**src/rtl/shift_sequencer_pkg.sv**
```systemverilog
// Shared definitions for the shift sequencer slice: data/opcode widths,
// shift opcodes, sequencer states and small opcode helpers.
package shift_sequencer_pkg;

  localparam int unsigned DATA_WIDTH  = 32;
  localparam int unsigned OP_WIDTH    = 2;
  localparam int unsigned SHAMT_WIDTH = 5;

  typedef enum logic [OP_WIDTH-1:0] {
    SHIFT_OP_SLL = 2'b00,
    SHIFT_OP_SRL = 2'b01,
    SHIFT_OP_ROL = 2'b10,
    SHIFT_OP_ROR = 2'b11
  } shift_op_e;

  typedef enum logic [1:0] {
    IDLE  = 2'b00,
    PASS1 = 2'b01,
    PASS2 = 2'b10,
    DONE  = 2'b11
  } state_e;

  function automatic logic is_rotate(input shift_op_e op);
    return (op == SHIFT_OP_ROL) || (op == SHIFT_OP_ROR);
  endfunction

  // Direction of the first shifter pass: left for SLL and ROL.
  function automatic logic pass1_left(input shift_op_e op);
    return (op == SHIFT_OP_SLL) || (op == SHIFT_OP_ROL);
  endfunction

  // Second rotate pass shifts the other way by the complementary amount.
  function automatic logic [DATA_WIDTH-1:0] rot_complement(input logic [SHAMT_WIDTH-1:0] sh);
    logic [SHAMT_WIDTH:0] amt;
    amt = (SHAMT_WIDTH+1)'(DATA_WIDTH) - {1'b0, sh};
    return DATA_WIDTH'(amt);
  endfunction

endpackage

```
**src/rtl/shift_sequencer_if.sv**
```systemverilog
// Request/result bus of the shift sequencer.
//   REQn_VALID/READY/OP/D/S : two requester channels (n = 0,1)
//   RES_VALID/READY/DATA/ID : result channel with owning requester index
//   BUSY                    : sequencer not idle
// master = requesters + result consumer, slave = the sequencer.
interface shift_sequencer_if;
  import shift_sequencer_pkg::*;

  logic                  REQ0_VALID;
  logic                  REQ0_READY;
  logic [OP_WIDTH-1:0]   REQ0_OP;
  logic [DATA_WIDTH-1:0] REQ0_D;
  logic [DATA_WIDTH-1:0] REQ0_S;

  logic                  REQ1_VALID;
  logic                  REQ1_READY;
  logic [OP_WIDTH-1:0]   REQ1_OP;
  logic [DATA_WIDTH-1:0] REQ1_D;
  logic [DATA_WIDTH-1:0] REQ1_S;

  logic                  RES_VALID;
  logic                  RES_READY;
  logic [DATA_WIDTH-1:0] RES_DATA;
  logic                  RES_ID;

  logic                  BUSY;

  modport master (
    output REQ0_VALID, REQ0_OP, REQ0_D, REQ0_S,
    output REQ1_VALID, REQ1_OP, REQ1_D, REQ1_S,
    output RES_READY,
    input  REQ0_READY, REQ1_READY,
    input  RES_VALID, RES_DATA, RES_ID, BUSY
  );

  modport slave (
    input  REQ0_VALID, REQ0_OP, REQ0_D, REQ0_S,
    input  REQ1_VALID, REQ1_OP, REQ1_D, REQ1_S,
    input  RES_READY,
    output REQ0_READY, REQ1_READY,
    output RES_VALID, RES_DATA, RES_ID, BUSY
  );

endinterface

```
**src/rtl/SHIFT32.sv**
```systemverilog
// 32-bit logical barrel shifter.
//   Y   out 32 : shifted result
//   D   in  32 : operand
//   S   in  32 : shift amount; any amount >= 32 yields 0
//   LnR in  1  : 1 = shift left, 0 = shift right (zero fill)
module SHIFT32 (
  output logic [31:0] Y,
  input  logic [31:0] D,
  input  logic [31:0] S,
  input  logic        LnR
);

  always_comb begin
    Y = '0;
    if (S[31:5] == '0) begin
      Y = LnR ? (D << S[4:0]) : (D >> S[4:0]);
    end
  end

endmodule

```
**src/rtl/shift_sequencer.sv**
```systemverilog
// Shares one SHIFT32 between two requesters with round-robin arbitration and
// sequences each op as one (SLL/SRL, zero rotate) or two (rotate) shifter
// passes, OR-ing the pass results for rotates.
//   CLK : clock, rising edge
//   RST : asynchronous active-low reset
//   bus : request channels, result channel and BUSY (slave side)
module shift_sequencer
  import shift_sequencer_pkg::*;
(
  input  logic              CLK,
  input  logic              RST,
  shift_sequencer_if.slave  bus
);

  state_e                state_q, state_d;
  shift_op_e             op_q, op_d;
  logic [DATA_WIDTH-1:0] d_q, d_d;
  logic [DATA_WIDTH-1:0] s_q, s_d;
  logic [DATA_WIDTH-1:0] acc_q, acc_d;
  logic                  id_q, id_d;
  logic                  last_gnt_q, last_gnt_d;

  logic                  gnt;
  logic                  gnt_valid;
  logic                  ready0, ready1;

  logic [DATA_WIDTH-1:0] sh_d, sh_s, sh_y;
  logic                  sh_lnr;

  SHIFT32 u_shift32 (
    .Y   (sh_y),
    .D   (sh_d),
    .S   (sh_s),
    .LnR (sh_lnr)
  );

  // Round-robin: contention goes to the requester not granted last time.
  always_comb begin
    gnt = ~last_gnt_q;
    if (bus.REQ0_VALID && bus.REQ1_VALID) begin
      gnt = ~last_gnt_q;
    end else if (bus.REQ1_VALID) begin
      gnt = 1'b1;
    end else if (bus.REQ0_VALID) begin
      gnt = 1'b0;
    end
    gnt_valid = gnt ? bus.REQ1_VALID : bus.REQ0_VALID;
  end

  always_comb begin
    state_d    = state_q;
    op_d       = op_q;
    d_d        = d_q;
    s_d        = s_q;
    acc_d      = acc_q;
    id_d       = id_q;
    last_gnt_d = last_gnt_q;
    ready0     = 1'b0;
    ready1     = 1'b0;
    sh_d       = '0;
    sh_s       = '0;
    sh_lnr     = 1'b0;

    unique case (state_q)
      IDLE: begin
        ready0 = ~gnt;
        ready1 = gnt;
        if (gnt_valid) begin
          op_d       = shift_op_e'(gnt ? bus.REQ1_OP : bus.REQ0_OP);
          d_d        = gnt ? bus.REQ1_D : bus.REQ0_D;
          s_d        = gnt ? bus.REQ1_S : bus.REQ0_S;
          id_d       = gnt;
          last_gnt_d = gnt;
          state_d    = PASS1;
        end
      end

      PASS1: begin
        sh_d   = d_q;
        sh_lnr = pass1_left(op_q);
        // Rotates only honour the low five bits of the amount.
        if (is_rotate(op_q)) begin
          sh_s = DATA_WIDTH'(s_q[SHAMT_WIDTH-1:0]);
        end else begin
          sh_s = s_q;
        end
        acc_d = sh_y;
        if (is_rotate(op_q) && (s_q[SHAMT_WIDTH-1:0] != '0)) begin
          state_d = PASS2;
        end else begin
          state_d = DONE;
        end
      end

      PASS2: begin
        sh_d    = d_q;
        sh_s    = rot_complement(s_q[SHAMT_WIDTH-1:0]);
        sh_lnr  = ~pass1_left(op_q);
        acc_d   = acc_q | sh_y;
        state_d = DONE;
      end

      DONE: begin
        if (bus.RES_READY) begin
          state_d = IDLE;
        end
      end

      default: begin
        state_d = IDLE;
      end
    endcase
  end

  always_ff @(posedge CLK or negedge RST) begin
    if (!RST) begin
      state_q    <= IDLE;
      op_q       <= SHIFT_OP_SLL;
      d_q        <= '0;
      s_q        <= '0;
      acc_q      <= '0;
      id_q       <= 1'b0;
      last_gnt_q <= 1'b1;
    end else begin
      state_q    <= state_d;
      op_q       <= op_d;
      d_q        <= d_d;
      s_q        <= s_d;
      acc_q      <= acc_d;
      id_q       <= id_d;
      last_gnt_q <= last_gnt_d;
    end
  end

  assign bus.REQ0_READY = ready0;
  assign bus.REQ1_READY = ready1;
  assign bus.RES_VALID  = (state_q == DONE);
  assign bus.RES_DATA   = acc_q;
  assign bus.RES_ID     = id_q;
  assign bus.BUSY       = (state_q != IDLE);

endmodule
```
**src/flat_wrapper.sv**
```systemverilog
// flat-port wrapper written by rule: the top's interface ports become plain ports
module shift_sequencer_flat import shift_sequencer_pkg::*;
  (CLK, RST, bus_REQ0_VALID, bus_REQ0_OP, bus_REQ0_D, bus_REQ0_S, bus_REQ1_VALID, bus_REQ1_OP, bus_REQ1_D, bus_REQ1_S, bus_RES_READY, bus_REQ0_READY, bus_REQ1_READY, bus_RES_VALID, bus_RES_DATA, bus_RES_ID, bus_BUSY);
  shift_sequencer_if bus_i ();
  input  logic CLK;
  input  logic RST;
  input wire logic [$bits(bus_i.REQ0_VALID)-1:0] bus_REQ0_VALID;
  input wire logic [$bits(bus_i.REQ0_OP)-1:0] bus_REQ0_OP;
  input wire logic [$bits(bus_i.REQ0_D)-1:0] bus_REQ0_D;
  input wire logic [$bits(bus_i.REQ0_S)-1:0] bus_REQ0_S;
  input wire logic [$bits(bus_i.REQ1_VALID)-1:0] bus_REQ1_VALID;
  input wire logic [$bits(bus_i.REQ1_OP)-1:0] bus_REQ1_OP;
  input wire logic [$bits(bus_i.REQ1_D)-1:0] bus_REQ1_D;
  input wire logic [$bits(bus_i.REQ1_S)-1:0] bus_REQ1_S;
  input wire logic [$bits(bus_i.RES_READY)-1:0] bus_RES_READY;
  output wire logic [$bits(bus_i.REQ0_READY)-1:0] bus_REQ0_READY;
  output wire logic [$bits(bus_i.REQ1_READY)-1:0] bus_REQ1_READY;
  output wire logic [$bits(bus_i.RES_VALID)-1:0] bus_RES_VALID;
  output wire logic [$bits(bus_i.RES_DATA)-1:0] bus_RES_DATA;
  output wire logic [$bits(bus_i.RES_ID)-1:0] bus_RES_ID;
  output wire logic [$bits(bus_i.BUSY)-1:0] bus_BUSY;
  assign bus_i.REQ0_VALID = bus_REQ0_VALID;
  assign bus_i.REQ0_OP = bus_REQ0_OP;
  assign bus_i.REQ0_D = bus_REQ0_D;
  assign bus_i.REQ0_S = bus_REQ0_S;
  assign bus_i.REQ1_VALID = bus_REQ1_VALID;
  assign bus_i.REQ1_OP = bus_REQ1_OP;
  assign bus_i.REQ1_D = bus_REQ1_D;
  assign bus_i.REQ1_S = bus_REQ1_S;
  assign bus_i.RES_READY = bus_RES_READY;
  assign bus_REQ0_READY = bus_i.REQ0_READY;
  assign bus_REQ1_READY = bus_i.REQ1_READY;
  assign bus_RES_VALID = bus_i.RES_VALID;
  assign bus_RES_DATA = bus_i.RES_DATA;
  assign bus_RES_ID = bus_i.RES_ID;
  assign bus_BUSY = bus_i.BUSY;
  shift_sequencer u_core (.CLK(CLK), .RST(RST), .bus(bus_i));
endmodule
```
**config.mk**
```make
export PLATFORM = sky130hd
export DESIGN_NAME = shift_sequencer_flat
export DESIGN_NICKNAME = d
export VERILOG_FILES = /design/src/rtl/shift_sequencer_pkg.sv /design/src/rtl/shift_sequencer_if.sv /design/src/rtl/SHIFT32.sv /design/src/rtl/shift_sequencer.sv /design/src/flat_wrapper.sv
export SDC_FILE = /design/constraint.sdc
export NUM_CORES = 1
export LEC_CHECK = 0
export ABC_AREA = 1
export CAP_MARGIN = 20
export CORE_MARGIN = 4
export CORE_UTILIZATION = 60
export DETAILED_ROUTE_END_ITERATION = 6
export DONT_BUFFER_PORTS = 1
export PLACE_DENSITY = 0.76
export SYNTH_ARGS = -nofsm -noshare
export SYNTH_HDL_FRONTEND = slang
export SYNTH_HIERARCHICAL = 1
export SYNTH_SLANG_ARGS = --single-unit
```
**constraint.sdc**
```tcl
create_clock -name CLK -period 3.3 [get_ports CLK]
set_input_delay 0.33 -clock CLK [delete_from_list [all_inputs] [get_ports CLK]]
set_output_delay 0.33 -clock CLK [all_outputs]
set_load 0.02 [all_outputs]
```
Word level (Yosys, flattened, before mapping)
Cells that the tools add are included.
{"block": "classes", "addsub": 1, "multipliers": 0, "div_mod_pow": 0, "order_cmp": 0, "eq_ne": 7, "shifts": 2, "muxes": 20, "bitwise_logic": 4, "reduce_logical": 13}
{"op": "$mux W32", "n": 6}
{"op": "$pmux W32 S2", "n": 2}
{"op": "$or A32 B32 Y32", "n": 1}
{"op": "$shl A32 B5 Y32", "n": 1}
{"op": "$shr A32 B5 Y32", "n": 1}
{"op": "$logic_not A27 Y1", "n": 1}
{"op": "$eq A2 B2 Y1 const B", "n": 4}
{"op": "$pmux W2 S4", "n": 1}
{"op": "$mux W1", "n": 7}
{"op": "$mux W2", "n": 3}
{"op": "$sub A6 B5 Y6 const A", "n": 1}
{"op": "$reduce_bool A5 Y1", "n": 1}
{"op": "$logic_not A2 Y1", "n": 2}
{"op": "$reduce_and A2 Y1", "n": 2}
{"op": "$reduce_bool A2 Y1", "n": 2}
{"op": "$not A1 Y1", "n": 3}
{"op": "$eq A2 B1 Y1 const B", "n": 1}
{"op": "$logic_and A1 B1 Y1", "n": 2}
{"op": "$logic_or A1 B1 Y1", "n": 2}
{"op": "$ne A2 B1 Y1 const B", "n": 1}
{"op": "$ne A2 B2 Y1 const B", "n": 1}
{"op": "$pmux W1 S2", "n": 1}
{"op": "$reduce_or A2 Y1", "n": 1}
{"block": "totals", "register_bits": 102, "latchBits": 0, "mem_bits_rw": 0, "romBits": 0, "out_inout_bits": 37, "n_memories": 0}

Logic depth before layout (Yosys ltp)
{"block": "depth", "depth_word": 9, "ltp_mapped": 17, "ltp_nobuf": 16}

Cells and area by module
Netlist, hierarchy kept.
{"mod": "shift_sequencer", "instances": 1, "cells_each": 894, "area_per_inst_um2": 5939.4, "seq_area_each_um2": 2553.7}
{"mod": "SHIFT32", "instances": 1, "cells_each": 715, "area_per_inst_um2": 3589.7, "seq_area_each_um2": 0.0}

Worst setup path before layout
No wires, ideal clock.
{"block": "synth_path", "path_kind": "reg-to-reg", "startpoint": "register u_core.state_q[0]", "endpoint": "register u_core.acc_q[10], in the netlist u_core/bus.RES_DATA[10]", "setup_ns": 0.065, "arrival_ns": 2.385, "slack_ns": 0.850, "path_stages_with_launch": 17, "n_path_buf": 2, "period_less_slack_ns": 2.450, "path_cell_list": "dfrtp_1 inv_1 ha_1 nand2_1 inv_1 nand2_1 buf_2 nor2_1 or3_1 nor3_1 nand3_1 clkinv_1 buf_6 nand2_1 inv_1 nand2_1 nand2_1"}
{"block": "synth_between", "elab_cells_between_ends": 14, "classes_between": "eq/ne (2); shift (2); mux (6); bitwise (1); reduce/logical (3)"}
{"element": "from (decl)", "line": "shift_sequencer.sv:15", "source": "state_e state_q, state_d;"}
{"element": "from (signal assigned)", "line": "shift_sequencer.sv:125", "source": "state_q <= state_d;"}
{"element": "$eq A2 B2 Y1 / $eq A2 B1 Y1 (equally long branches)", "line": "shift_sequencer.sv:64", "source": "unique case (state_q)"}
{"element": "$pmux W32 S2 (*)", "line": "shift_sequencer.sv:64"}
{"element": "named net u_core.sh_s[29]", "line": "shift_sequencer.sv:27", "source": "logic [DATA_WIDTH-1:0] sh_d, sh_s, sh_y;"}
{"element": "$logic_not A27 Y1 (*)", "line": "SHIFT32.sv:15", "source": "if (S[31:5] == '0) begin"}
{"element": "$mux W32 (*)", "line": "SHIFT32.sv:15"}
{"element": "named net u_core.sh_y[10]", "line": "shift_sequencer.sv:27"}
{"element": "$or A32 B32 Y32", "line": "shift_sequencer.sv:99", "source": "acc_d = acc_q | sh_y;"}
{"element": "$pmux W32 S2 (*)", "line": "shift_sequencer.sv:64"}
{"element": "to (signal assigned)", "line": "shift_sequencer.sv:121", "source": "acc_q <= '0;"}
{"element": "to (signal assigned)", "line": "shift_sequencer.sv:129", "source": "acc_q <= acc_d;"}
{"element": "to (decl)", "line": "shift_sequencer.sv:19", "source": "logic [DATA_WIDTH-1:0] acc_q, acc_d;"}
Mark *: on every way through the listed nets, which the timed path passes. The rest lies on a longest branch.
A chain may end at the register's enable or synchronous reset.

Final worst setup path
{"block": "layout_path", "startpoint": "register u_core.state_q[0]", "endpoint": "register u_core.acc_q[11], in the netlist u_core/bus.RES_DATA[11]"}
{"block": "layout_between", "elab_cells_between_ends": 14, "classes_between": "eq/ne (2); shift (2); mux (6); bitwise (1); reduce/logical (3)"}
{"element": "$eq A2 B2 Y1 / $eq A2 B1 Y1 (equally long branches)", "line": "shift_sequencer.sv:64"}
{"element": "$pmux W32 S2 (*)", "line": "shift_sequencer.sv:64"}
{"element": "named net u_core.sh_s[1]", "line": "shift_sequencer.sv:27"}
{"element": "$shr A32 B5 Y32 / $shl A32 B5 Y32 (equally long branches)", "line": "SHIFT32.sv:16", "source": "Y = LnR ? (D << S[4:0]) : (D >> S[4:0]);"}
{"element": "$mux W32 (*)", "line": "SHIFT32.sv:16"}
{"element": "$mux W32 (*)", "line": "SHIFT32.sv:15"}
{"element": "named net u_core.sh_y[11]", "line": "shift_sequencer.sv:27"}
{"element": "$or A32 B32 Y32", "line": "shift_sequencer.sv:99"}
{"element": "$pmux W32 S2 (*)", "line": "shift_sequencer.sv:64"}
Marks and branches as above.

==> impl_metrics.json <==
{
  "htree_levels": 3,
  "critPathTopFamily": "simple AND/OR/NAND/NOR gates",
  "drtIter0Drc": 1063,
  "syn_nets": 1753,
  "wl_per_cell_um": 15.91,
  "path_cells": "inv_1 -> ha_2 -> nand2_1 -> inv_1 -> nand2_1 -> o21ai_4 -> inv_2 -> buf_4 -> nand3_1 -> nand3_1 -> nand3_1 -> nand3_1 -> nand3_1 -> nand2_1 -> inv_1 -> nand2_1 -> nand2_1",
  "syn_inst": 1609,
  "root_buffer": "clkbuf_16",
  "rsz0062_at_grt": "false",
  "cts_sinks": 102,
  "seq_area_frac_synth_pct": 26.80,
  "crit_type": "flop to flop",
  "num_vias": 10247,
  "grt_pass1_vias": 9041,
  "grt_pass1_wl_um": 45150,
  "design_area_um2": 9868,
  "dieWidth_um": 134.0,
  "maxSlewHeadroom_pct": 45.72,
  "synth_area_um2": 9529,
  "num_antenna_cells": 0,
  "fp.dieArea_um2": 17960,
  "ys_ff_latch": 102,
  "path_buf_inv": 5,
  "fmax_mhz": 340.0,
  "numCtsBuffers": 9,
  "worst_ep_arrival_time_ns": 3.18,
  "clkTransAtPathRegs_ns": 0.08,
  "drc": 0,
  "die_h_um": 134.0,
  "place_area_um2": 9509,
  "cp_max_fo": 30,
  "yosysWarnings": 6,
  "clock_latency_ns": 0.36,
  "status": "finished, final reports clean",
  "grt_max_degree": 103,
  "initial_core_util_pct": 61.99,
  "ioPinCount": 174,
  "wl_um": 28070,
  "cp.required_ns": 3.54,
  "setup_violations": 0,
  "fin_worst_skew_ns": 0.01015,
  "postRouteAntennaNets": 0,
  "maxCapViolCount": 0,
  "port_buffers": 0,
  "place_hpwl_um": 20320,
  "tightest_slew_ns": 0.8134,
  "start_kind": "flop",
  "layout.nets": 1692,
  "globalplace.congestion": 0.9831,
  "slowest_stage": "inv_2",
  "final_max_slew_viol_count": 0,
  "syn_to_final_growth_pct": 3.558,
  "grt.overflow.total": 0,
  "min_path_type": "primary input to flop",
  "antenna_found_initial": 0,
  "final_cell_mix": "547 x nand3_1, 433 x nand2_1, 241 x inv_1",
  "clock_path_buffers": 2,
  "postCtsSetupRepairBufs": 0,
  "placementRows": 45,
  "cts_tree": "done",
  "final.period_utilization_pct": 89.13,
  "tns_ns": 0,
  "synth.avg_cell_area_um2": 5.922,
  "fin_crit_ns": 2.941,
  "ys_types": 34,
  "grt_usage_pct": 30.78,
  "drive_gt1_share_pct": 7.212,
  "layout_commonest_cell": "nand3_1",
  "vias_per_cell": 5.809,
  "drtPass1Iterations": 5,
  "max_stage_delay_ns": 0.44,
  "coreArea_um2": 15370,
  "critPathCaptureType": "flop",
  "hold_viol": 0
}
[worst reg2reg max path: stages (launching register included)]
cell     delay (ns)
dfrtp_1        0.43
inv_1          0.15
ha_2           0.31
nand2_1        0.10
inv_1          0.10
nand2_1        0.12
o21ai_4        0.09
inv_2          0.44
buf_4          0.28
nand3_1        0.10
nand3_1        0.10
nand3_1        0.15
nand3_1        0.12
nand3_1        0.12
nand2_1        0.09
inv_1          0.04
nand2_1        0.05
nand2_1        0.05
[synth_stat cells (all sizes together)]
library cell	n	area, µm²
dfstp	1	26.28
nor3	1	5.000
nand2	468	1877
clkinv	1	3.750
nand4	9	56.30
or2	2	12.52
ha	7	87.58
or3	1	6.260
dfrtp	101	2527
o22ai	2	12.51
inv	246	930.9
nor4	3	18.77
and2	1	6.260
buf	87	576.8
clkbuf	21	78.83
o21ai	42	217.7
nand3	555	2818
nor2	54	215.2
a21oi	6	41.29
mux2	1	11.26
[registers in the layout, indices dropped and copies added (netlist names)]
register,cells
u_core/op_q,2
u_core/state_q,2
u_core/last_gnt_q,1
u_core/bus.RES_ID,1
u_core/s_q,32
u_core/bus.RES_DATA,32
u_core/d_q,32
[what timing repair did]
| item | in CTS | in global routing |
|---|---|---|
| endpoints found under the setup margin | 0 | 30 |
| resized for setup | 0 | 1 |
| hold buffers | 2 | 0 |
| hold endpoints to repair | 102 | 0 |
[metrics by stage]
stage	hold slack, ns	util (%)	cells	setup slack (ns)
floorplan	0.03441	-	1609	0.8498
global placement	0.04047	61.86	1745	0.4500
detailed placement	0.04074	61.86	1745	0.3559
CTS	0.1702	64.05	1763	0.3186
global route	0.1891	64.20	1764	0.06778
finish	0.1768	64.20	1764	0.3586
[layout make-up]
| type | instances | area, µm² |
|---|---|---|
| fill | 1513 | 5503 |
| multi-input combinational | 1152 | 5424 |
| sequential | 102 | 2554 |
| inverter | 247 | 934.6 |
| timing repair buffer | 36 | 392.9 |
| tap | 211 | 264.0 |
| clock buffer | 9 | 225.2 |
| clock inverter | 7 | 73.82 |
[worst paths after layout]
| kind | startpoint | end | slack, ns | depth (start not counted) |
|---|---|---|---|---|
| worst max-delay path | u_core/state_q[0] | u_core/bus.RES_DATA[11] | 0.36 | 17 |
| worst min-delay path | bus_REQ1_S[1] | u_core/s_q[1] | 0.18 | 4 |
| worst max register to register | u_core/state_q[0] | u_core/bus.RES_DATA[11] | 0.36 | 17 |
| worst min register to register | u_core/d_q[19] | u_core/d_q[19] | 0.48 | 2 |
| max in group asynchronous | RST | u_core/d_q[25] | 2.30 | 2 |
| min in group asynchronous | RST | u_core/bus.RES_DATA[16] | 0.57 | 2 |
[cell families (layout without fill, tap and decap cells)]
group           Yosys count  in the layout  share of synthesized area [%]
flops                   102            102                          26.80
compound gates           50             50                          2.849
buf+inv                 355            299                          16.69
simple gates           1094           1094                          52.63
mux                       1              1                         0.1182
fa+ha+maj                 7              7                         0.9191
[layer usage]
| layer | share of wire [%] | wire (µm) | vias to the layer above | track usage, % |
|---|---|---|---|---|
| met2 | 46 | 12840 | 477 | 47.14 |
| met1 | 42 | 11890 | 4671 | 43.20 |
| met4 | 4.5 | 1251 | 0 | 14.20 |
| met3 | 7.4 | 2087 | 79 | 4.539 |
| li1 | - | - | 5020 | - |
| met5 | 0 | 0 | - | 0 |
Power is not shown: default switching activity piles up to over one toggle a cycle in this logic, so the estimate is an artifact.
